### src/rtl/cell_mem_arbiter_if.sv
// Agent-side bus of the cell memory arbiter: packed write requests in, one-hot grant and error pulse out.
// Agents sit on the master modport, the arbiter on the slave modport.
interface cell_mem_arbiter_if #(
    parameter int N_REQ = 4,
    parameter int IDXW  = 5,
    parameter int CBITS = 2
);
    logic [N_REQ-1:0]       req;
    logic [N_REQ*IDXW-1:0]  req_idx;
    logic [N_REQ*CBITS-1:0] req_col;
    logic [N_REQ-1:0]       gnt;
    logic                   err;

    modport master (
        output req,
        output req_idx,
        output req_col,
        input  gnt,
        input  err
    );

    modport slave (
        input  req,
        input  req_idx,
        input  req_col,
        output gnt,
        output err
    );
endinterface

### src/rtl/cell_mem_arbiter.sv
// Round-robin arbiter admitting one cell write per two cycles into a shadow grid,
// committed to pixelMemory once per frame on the vsync falling edge.
module cell_mem_arbiter #(
    parameter int N_REQ = 4,
    parameter int CELLS = 24,
    parameter int CBITS = 2,
    parameter int IDXW  = 5,
    parameter int MEMW  = 48
) (
    input  logic                 clk,
    input  logic                 rst_btn,
    input  logic                 vsync,
    cell_mem_arbiter_if.slave    bus,
    output logic [MEMW-1:0]      pixelMemory,
    output logic [7:0]           frame_cnt
);
    localparam int PTRW = (N_REQ > 1) ? $clog2(N_REQ) : 1;

    typedef enum logic [1:0] {ARB, WR, COMMIT} state_t;

    state_t            state_reg, state_next;
    logic [PTRW-1:0]   rr_ptr_reg;
    logic [PTRW-1:0]   win_reg, win_next;
    logic [IDXW-1:0]   idx_reg;
    logic [CBITS-1:0]  col_reg;
    logic              vsync_q_reg;
    logic              commit_pend_reg;
    logic [MEMW-1:0]   pix_reg;
    logic [7:0]        frame_cnt_reg;
    logic [MEMW-1:0]   shadow_flat;

    logic              frame_edge;
    logic              any_req;
    logic              latch_en;
    logic              wr_en;
    logic              commit_en;
    logic              idx_ok;
    logic [N_REQ-1:0]  win_onehot;

    logic [IDXW-1:0]   idx_arr [N_REQ];
    logic [CBITS-1:0]  col_arr [N_REQ];

    genvar gi;

    generate
        for (gi = 0; gi < N_REQ; gi++) begin : g_unpack
            assign idx_arr[gi]    = bus.req_idx[gi*IDXW +: IDXW];
            assign col_arr[gi]    = bus.req_col[gi*CBITS +: CBITS];
            assign win_onehot[gi] = (win_reg == PTRW'(gi));
        end
    endgenerate

    assign frame_edge = vsync_q_reg & ~vsync;
    assign any_req    = |bus.req;
    assign idx_ok     = ({1'b0, idx_reg} < (IDXW+1)'(CELLS));

    // First requester at or after rr_ptr, wrapping around the agent ring.
    always_comb begin
        logic [PTRW:0] sum;
        logic          found;
        win_next = rr_ptr_reg;
        found    = 1'b0;
        sum      = '0;
        for (int i = 0; i < N_REQ; i++) begin
            sum = {1'b0, rr_ptr_reg} + (PTRW+1)'(i);
            if (sum >= (PTRW+1)'(N_REQ)) begin
                sum = sum - (PTRW+1)'(N_REQ);
            end
            if (!found && bus.req[sum[PTRW-1:0]]) begin
                win_next = sum[PTRW-1:0];
                found    = 1'b1;
            end
        end
    end

    always_ff @(posedge clk) begin
        if (rst_btn) begin
            state_reg <= ARB;
        end else begin
            state_reg <= state_next;
        end
    end

    // A pending commit outranks any request so the frame is never delayed by agents.
    always_comb begin
        state_next = ARB;
        case (state_reg)
            ARB: begin
                if (commit_pend_reg) begin
                    state_next = COMMIT;
                end else if (any_req) begin
                    state_next = WR;
                end else begin
                    state_next = ARB;
                end
            end
            WR:      state_next = ARB;
            COMMIT:  state_next = ARB;
            default: state_next = ARB;
        endcase
    end

    always_comb begin
        bus.gnt   = '0;
        bus.err   = 1'b0;
        latch_en  = 1'b0;
        wr_en     = 1'b0;
        commit_en = 1'b0;
        case (state_reg)
            ARB: begin
                latch_en = !commit_pend_reg && any_req;
            end
            WR: begin
                bus.gnt = win_onehot;
                wr_en   = idx_ok;
                bus.err = !idx_ok;
            end
            COMMIT: begin
                commit_en = 1'b1;
            end
            default: begin
                latch_en = 1'b0;
            end
        endcase
    end

    always_ff @(posedge clk) begin
        if (rst_btn) begin
            rr_ptr_reg      <= '0;
            win_reg         <= '0;
            idx_reg         <= '0;
            col_reg         <= '0;
            vsync_q_reg     <= 1'b1;
            commit_pend_reg <= 1'b0;
            pix_reg         <= '0;
            frame_cnt_reg   <= '0;
        end else begin
            vsync_q_reg <= vsync;
            if (latch_en) begin
                win_reg <= win_next;
                idx_reg <= idx_arr[win_next];
                col_reg <= col_arr[win_next];
            end
            if (state_reg == WR) begin
                rr_ptr_reg <= (win_reg == PTRW'(N_REQ-1)) ? '0 : win_reg + 1'b1;
            end
            // An edge arriving in the commit cycle itself must survive the clear.
            if (frame_edge) begin
                commit_pend_reg <= 1'b1;
            end else if (commit_en) begin
                commit_pend_reg <= 1'b0;
            end
            if (commit_en) begin
                pix_reg       <= shadow_flat;
                frame_cnt_reg <= frame_cnt_reg + 8'd1;
            end
        end
    end

    generate
        for (gi = 0; gi < CELLS; gi++) begin : g_cell
            logic [CBITS-1:0] cell_reg;
            always_ff @(posedge clk) begin
                if (rst_btn) begin
                    cell_reg <= '0;
                end else if (wr_en && (idx_reg == IDXW'(gi))) begin
                    cell_reg <= col_reg;
                end
            end
            assign shadow_flat[gi*CBITS +: CBITS] = cell_reg;
        end
    endgenerate

    assign pixelMemory = pix_reg;
    assign frame_cnt   = frame_cnt_reg;
endmodule

### src/flat_wrapper.sv
// flat-port wrapper written by rule: the top's interface ports become plain ports
module cell_mem_arbiter_flat 
#(
    parameter int N_REQ = 4,
    parameter int CELLS = 24,
    parameter int CBITS = 2,
    parameter int IDXW  = 5,
    parameter int MEMW  = 48
)
  (clk, rst_btn, vsync, pixelMemory, frame_cnt, bus_req, bus_req_idx, bus_req_col, bus_gnt, bus_err);
  cell_mem_arbiter_if #(.N_REQ(N_REQ), .IDXW(IDXW), .CBITS(CBITS)) bus_i ();
  input  logic clk;
  input  logic rst_btn;
  input  logic vsync;
  output logic [MEMW-1:0] pixelMemory;
  output logic [7:0] frame_cnt;
  input wire logic [$bits(bus_i.req)-1:0] bus_req;
  input wire logic [$bits(bus_i.req_idx)-1:0] bus_req_idx;
  input wire logic [$bits(bus_i.req_col)-1:0] bus_req_col;
  output wire logic [$bits(bus_i.gnt)-1:0] bus_gnt;
  output wire logic [$bits(bus_i.err)-1:0] bus_err;
  assign bus_i.req = bus_req;
  assign bus_i.req_idx = bus_req_idx;
  assign bus_i.req_col = bus_req_col;
  assign bus_gnt = bus_i.gnt;
  assign bus_err = bus_i.err;
  cell_mem_arbiter #(.N_REQ(N_REQ), .CELLS(CELLS), .CBITS(CBITS), .IDXW(IDXW), .MEMW(MEMW)) u_core (.clk(clk), .rst_btn(rst_btn), .vsync(vsync), .bus(bus_i), .pixelMemory(pixelMemory), .frame_cnt(frame_cnt));
endmodule
### config.mk
export PLATFORM = sky130hd
export DESIGN_NAME = cell_mem_arbiter_flat
export DESIGN_NICKNAME = d
export VERILOG_FILES = /design/src/rtl/cell_mem_arbiter_if.sv /design/src/rtl/cell_mem_arbiter.sv /design/src/flat_wrapper.sv
export SDC_FILE = /design/constraint.sdc
export NUM_CORES = 1
export LEC_CHECK = 0
export CAP_MARGIN = 20
export CELL_PAD_IN_SITES_DETAIL_PLACEMENT = 0
export CELL_PAD_IN_SITES_GLOBAL_PLACEMENT = 1
export CORE_ASPECT_RATIO = 1.5
export CORE_MARGIN = 3
export CORE_UTILIZATION = 34
export DETAILED_ROUTE_END_ITERATION = 16
export GPL_TIMING_DRIVEN = 0
export PLACE_DENSITY = 0.85
export SYNTH_ARGS = -nofsm -noshare
export SYNTH_HDL_FRONTEND = slang
export SYNTH_SLANG_ARGS = --single-unit
### constraint.sdc
create_clock -name clk -period 1.4 [get_ports clk]
set_input_delay 0.28 -clock clk [delete_from_list [all_inputs] [get_ports clk]]
set_output_delay 0.28 -clock clk [all_outputs]
set_load 0.03 [all_outputs]
==> results of run 1 <==
==> final cells by class <==
type | instances | area [µm²]
fill | 1289 | 6437
multi-input combinational | 415 | 2688
sequential | 119 | 2407
timing repair buffer | 130 | 1353
clock buffer | 23 | 478.0
buffer | 39 | 299.0
tap | 192 | 240.2
clock inverter | 8 | 145.1
inverter | 3 | 11.26
==> worst paths after layout <==
path	cells after the start	slack, ns	to	startpoint
min reg2reg	2	0.45	u_core.pixelMemory[39]	u_core.pixelMemory[39]
min	3	0.39	u_core.state_reg[0]	bus_req[0]
max reg2reg	8	-0.25	u_core.idx_reg[0]	u_core.rr_ptr_reg[1]
max	3	-0.25	bus_err	u_core.state_reg[1]
==> cell usage in the layout (no fill, tap or decap), types with 4 or more instances in the layout <==
master           instances
nand2_1                138
dfxtp_1                107
a21oi_1                 71
clkdlybuf4s15_2         44
clkdlybuf4s50_1         30
buf_6                   28
mux2i_1                 25
nor2_1                  23
a21oi_2                 21
clkbuf_16               18
nand2_2                 15
buf_4                   14
nand3_2                 14
buf_2                   13
clkbuf_2                12
clkbuf_1                11
nand3_1                 10
o21ai_1                  8
dfxtp_2                  8
clkbuf_4                 7
nand3b_1                 7
o221ai_1                 7
nor2_4                   6
o21ai_2                  5
ha_1                     5
nand3_4                  4
nor2b_1                  4
buf_12                   4
xor2_1                   4
bufinv_16                4
dfxtp_4                  4
==> worst max-delay path: stages (launching register included) <==
cell	delay (ns)
dfxtp_4	0.35
and2b_4	0.29
and3_4	0.19
buf_6	0.12
==> what timing repair did <==
item	CTS	global route
setup buffers	28	8
pin swaps	26	46
hold buffers	0	0
gates resized for setup	302	145
cloned	3	1
endpoints found under the hold margin	0	0
endpoints found under the setup margin	179	128
==> cell usage after synthesis (all sizes together), types with 4 or more instances <==
| master | n | area share [%] |
|---|---|---|
| xor2 | 4 | 0.72 |
| o221ai | 7 | 1.3 |
| buf | 8 | 1.3 |
| a21oi | 92 | 9.4 |
| mux2i | 28 | 5.7 |
| nand2 | 155 | 12 |
| nand2b | 5 | 0.79 |
| nor2b | 7 | 0.89 |
| and2 | 4 | 0.51 |
| nor2 | 31 | 2.4 |
| nand3 | 28 | 3.1 |
| dfxtp | 119 | 49 |
| nor3 | 4 | 0.61 |
| clkbuf | 32 | 2.5 |
| o21ai | 16 | 1.6 |
| ha | 5 | 1.3 |
| nand3b | 8 | 1.3 |
==> layer usage <==
layer  GRT usage (%)  up-vias  wire [µm]
met5               0        -          0
met4           7.985        0        450
met2           32.34      151       7741
met1           20.03     2189       5653
li1                -     2254          -
met3           4.943       31        831
==> per-stage QoR <==
stage | hold WS, ns | TNS (ns) | total power (W)
finish | 0.3886 | -5.853 | 0.009404
global route | 0.4130 | -9.406 | 0.009691
CTS | 0.4553 | -5.901 | 0.009300
detailed placement | 0.4460 | -77.76 | 0.004467
global placement | 0.4402 | -73.79 | 0.004449
floorplan | 0.3621 | -0.2961 | 0.004140
==> kinds of logic (layout without fill, tap and decap cells) <==
kind of cell	count (synthesis)	in the layout	synth area share, %
AOI/OAI and AO/OA	118	118	13.26
xor gates and xnor gates	5	5	0.8944
adders and majority gates	5	5	1.278
buffers and inverters	45	203	5.009
DFF	119	119	48.66
muxes	28	28	5.725
and+or+nand+nor	259	259	25.17
==> power by group through the flow <==
stage	Clock (W)	Combinational (W)	Sequential (W)
after detailed placement	0	0.000894	0.00357
after floorplan	0	0.000576	0.00356
final	0.00461	0.00127	0.00353
after CTS	0.00465	0.00114	0.00352
after global routing	0.00481	0.00135	0.00353
after global placement	0	0.000879	0.00357
==> out/metrics.cfg, run 1 <==
[synthesis]
ys_warn_count=0
synth_cells=579
syn_area_um2=4896
async_flop_share_pct=0
syn-num-nets=619
synth.distinct_cells=46
synth-edff-count=0
yosys_most_used_dff=dfxtp_1
ys_ff_latch=119
synth_area_per_cell_um2=8.456
ys_seq_area_share_pct=48.66

[timing]
setup_viol=64
post-route-period-util_pct=118.1
slew_violations=0
hold_viol=0
finalCriticalPeriod_ns=1.654
skew_ns=0.01049
slew_headroom_pct=55.68
rsz0062_at_grt=yes
fmax_ghz=0.6047
setup_slack_ns=-0.2536
worst_slew_pin_slew_ns=0.6648

[clock_tree]
worstSkewPairLatency_ns=0.41
cts_tree=done
numCtsBuffers=17
cts-root-buf=clkbuf_16
clock-sinks=119
htreeDepth=4
cts.clk_slew.worst_paths_ns=0.06
cts_buffer_depth=2

[route]
drtAntennaViolNets=0
firstDrtPassIters=4
wl_per_cell_um=15.80
drc=0
drt_wl_total_um=14680
vias=4625
drtIter0Drc=224
viasPerCell=4.978

[finish]
nNetsFinal=765
final_core_util_pct=54.21
final_cells=929
final_area_um2=7621
layout-drive-gt1-share_pct=36.50
syn2layout_area_growth_pct=55.66
num_antenna_cells=0

[placement]
post-place-cells=866
dp_slack_ns=-1.020
placed_area_um2=6098
port_buffers=95
gp_congestion=0.8461
dp_hpwl_um=9646

[pwr]
comb_power_share_pct=13.5
power_density_nw_per_um2=1234
power_frac_seq_pct=37.5
switching_share_pct=24.33
ir_drop_uv=766.1
power_frac_clock_pct=49.0
power_switching_w=0.002287
p_int_w=0.007116
p_leak_nw=2.788

[global_routing]
grt_pass1_vias=4673
grt_pass1_wl_um=23250
grt.overflow.total=0
grt_usage_pct=18.12
grt_max_degree=17
antenna_found_initial=0

[setup_path]
worstSetupPathType=register to primary output
startpoint_type=register
path_max_fanout=7
cp.required_ns=1.12
end_kind=primary output
cp.arrival_ns=1.37

[die]
start_util_pct=34.83
core_area_um2=14060
ioPinCount=96
die_h_um=153.0
die_area_um2=15910
num_rows=53
die_w_um=104.0

[outcome]
violations=setup timing
status=finished with violations

[worst_hold_path]
hp-class=input pin to register

[job]
maxCapViolations=0

(Power assumes the default switching activity.)
==> run 2, diff against run 1 <==
- CTS_CLUSTER_DIAMETER: not set -> 30
- clock period: 1.4 -> 1.5 ns (I/O delays scaled with it)
==> run 2 against run 1 <==
Against the previous run:
- the flow still finishes with violations (setup timing)
- global-route usage is 1.3 points lower
- sequential power shrank 6.5%
- register-to-register slack better by 0.12 ns
- clock skew shrank 0.0040 ns
- combinational power decreased by 17%
- critical path depth unchanged
- clock-buffer cell count is the same
- non-clock buffer count fell by 8
- cell area is 5.2% lower
- power down 10%
- critical path type unchanged
==> out/metrics.cfg, run 2 (same netlist as run 1, synthesis figures left out) <==
[global_routing]
grt_max_degree=20  ; +3
grt_pass1_wl_um=21720  ; -6.6%
grt_pass1_vias=4562  ; -2.4%
grt.overflow.total=0  ; unchanged
antenna_found_initial=0  ; unchanged
grt_usage_pct=16.86  ; -1.3 points

[finish]
final_area_um2=7226  ; -5.2%
syn2layout_area_growth_pct=47.58
num-fill-cells=1334  ; +3.5%
final_cells=922  ; -0.75%
nNetsFinal=757  ; -1.0%
final_cell_mix=nand2_1 (148), dfxtp_1 (108), a21oi_1 (80)
num_antenna_cells=0  ; unchanged
final_common_cell=nand2_1
final_core_util_pct=51.40  ; -2.8 points
layout-drive-gt1-share_pct=23.70  ; -13 points

[timing]
worst_slew_pin_slew_ns=0.6390  ; -0.02578 ns
slew_violations=0  ; unchanged
tns_ns=-2.074  ; +3.778 ns
finalCriticalPeriod_ns=1.694
fmax_ghz=0.5902
setup_viol=30  ; -53%
skew_ns=0.006469  ; -0.004019 ns
setup_slack_ns=-0.1944  ; +0.05918 ns
slew_headroom_pct=57.40  ; +1.7 points
post-route-period-util_pct=113.0
hold_viol=0  ; unchanged
rsz0062_at_grt=yes

[clock_tree]
holdBufCountCts=0  ; unchanged
htreeDepth=4  ; unchanged
cts.clk_slew.worst_paths_ns=0.05  ; about the same
clock-sinks=119  ; unchanged
worstSkewPairLatency_ns=0.41  ; about the same
numCtsBuffers=17  ; unchanged
cts-root-buf=clkbuf_16
cts_buffer_depth=2  ; unchanged
cts_tree=done

[route]
met1Wirelength_um=5149  ; -8.9%
drt_wl_total_um=13900  ; -5.3%
viasPerCell=4.933  ; -0.92%
drtIter0Drc=234  ; +4.5%
highest_layer=met4
vias=4548  ; -1.7%
wl_met2_um=7650  ; -1.2%
drtAntennaViolNets=0  ; unchanged
route.met3.wl_um=786  ; -5.4%
firstDrtPassIters=6  ; +2
wl_per_cell_um=15.08  ; -4.5%
drc=0  ; unchanged

[worst_hold_path]
hp-class=register to register

[die]
start_util_pct=34.83  ; unchanged
die_h_um=153.0  ; unchanged
die_w_um=104.0  ; unchanged
ioPinCount=96  ; unchanged
core_area_um2=14060  ; unchanged
die_area_um2=15910  ; unchanged
num_rows=53  ; unchanged

[setup_path]
startpoint_type=register
slowest_delay_ns=0.36  ; about the same
cp.arrival_ns=1.39  ; +0.02 ns
path_max_fanout=7  ; unchanged
critPathTopFamily=simple AND/OR/NAND/NOR gates
ff2ff_setup_slack_ns=-0.13  ; +0.12 ns
worst-path-buf-inv=1  ; unchanged
cp.required_ns=1.20  ; +0.08 ns
critPathSlowestCell=dfxtp_4
path_cells=and2b_4 -> and3_4 -> buf_6
end_kind=primary output
worstSetupPathType=register to primary output

[pwr]
ir_drop_uv=596.3  ; -22%
power_density_nw_per_um2=1168  ; -5.3%
p_leak_nw=2.864  ; +2.7%

[placement]
dp_hpwl_um=9582  ; -0.67%
placed_area_um2=6087  ; -0.18%
post-place-cells=866  ; unchanged
gp_congestion=0.8247  ; -2.5%
port_buffers=95  ; unchanged

[job]
maxCapViolations=0  ; unchanged

[outcome]
status=finished with violations
violations=setup timing

==> run 2: cell count changes in the layout (fill, tap and decap cells not counted), sizes merged <==
cell,change
dlygate4sd2,+44
clkdlybuf4s15,-35
clkdlybuf4s18,+1
bufinv,-1
clkinv,+3
clkinvlp,-1
buf,-21
clkbuf,+3
==> run 2: power by group <==
group	switching (W)	leakage, nW	internal, W
logic	0.000580	1.60	0.000468
registers	0.0000837	0.967	0.00322
clock network	0.00137	0.297	0.00273
==> run 2: per-layer routing <==
layer,track usage (%),up-vias
met5,0,-
met4,6.781,0
met3,4.056,25
met2,33.21,148
met1,16.57,2139
li1,-,2236
==> run 2: what timing repair did <==
item / 4_1_cts / 5_1_grt
endpoints found under the setup margin: 177 / 108
gates resized for setup: 158 / 96
cloned: 1 / 1
pin swaps: 17 / 26
endpoints found under the hold margin: 0 / 0
buffers inserted: 19 / 8
==> run 2: final timing paths <==
path / cells after the start / end / startpoint
min reg2reg: 2 / u_core.pixelMemory[4] / u_core.pixelMemory[4]
min: 2 / u_core.pixelMemory[4] / u_core.pixelMemory[4]
max: 3 / bus_err / u_core.state_reg[1]
max reg2reg: 7 / u_core.g_cell[8].cell_reg[0] / u_core.state_reg[1]
==> run 2: stage by stage <==
stage               hold slack (ns)  setup slack, ns  power [W]
detailed placement           0.4462          -0.8421   0.004155
CTS                          0.4524          -0.2093   0.008399
finish                       0.4495          -0.1944   0.008443
global placement             0.4452          -0.8865   0.004138
floorplan                    0.3957         0.002924   0.003857
global route                 0.4667          -0.2291   0.008725
==> run 2: final cells by class <==
| type | count | area (µm²) | area share (%) |
|---|---|---|---|
| multi-input combinational | 415 | 2544 | 35.20 |
| sequential | 119 | 2406 | 33.30 |
| timing repair buffer | 122 | 1154 | 15.97 |
| clock buffer | 23 | 478.0 | 6.615 |
| buffer | 39 | 270.3 | 3.740 |
| tap | 192 | 240.2 | 3.325 |
| clock inverter | 9 | 122.6 | 1.697 |
| inverter | 3 | 11.26 | 0.1558 |
==> run 2: tightest hold or removal path, delay by kind of cell (launching register included) <==
kind	cells	cell delay, ns
simple gates	1	0.05
flops	1	0.30
compound gates	1	0.05
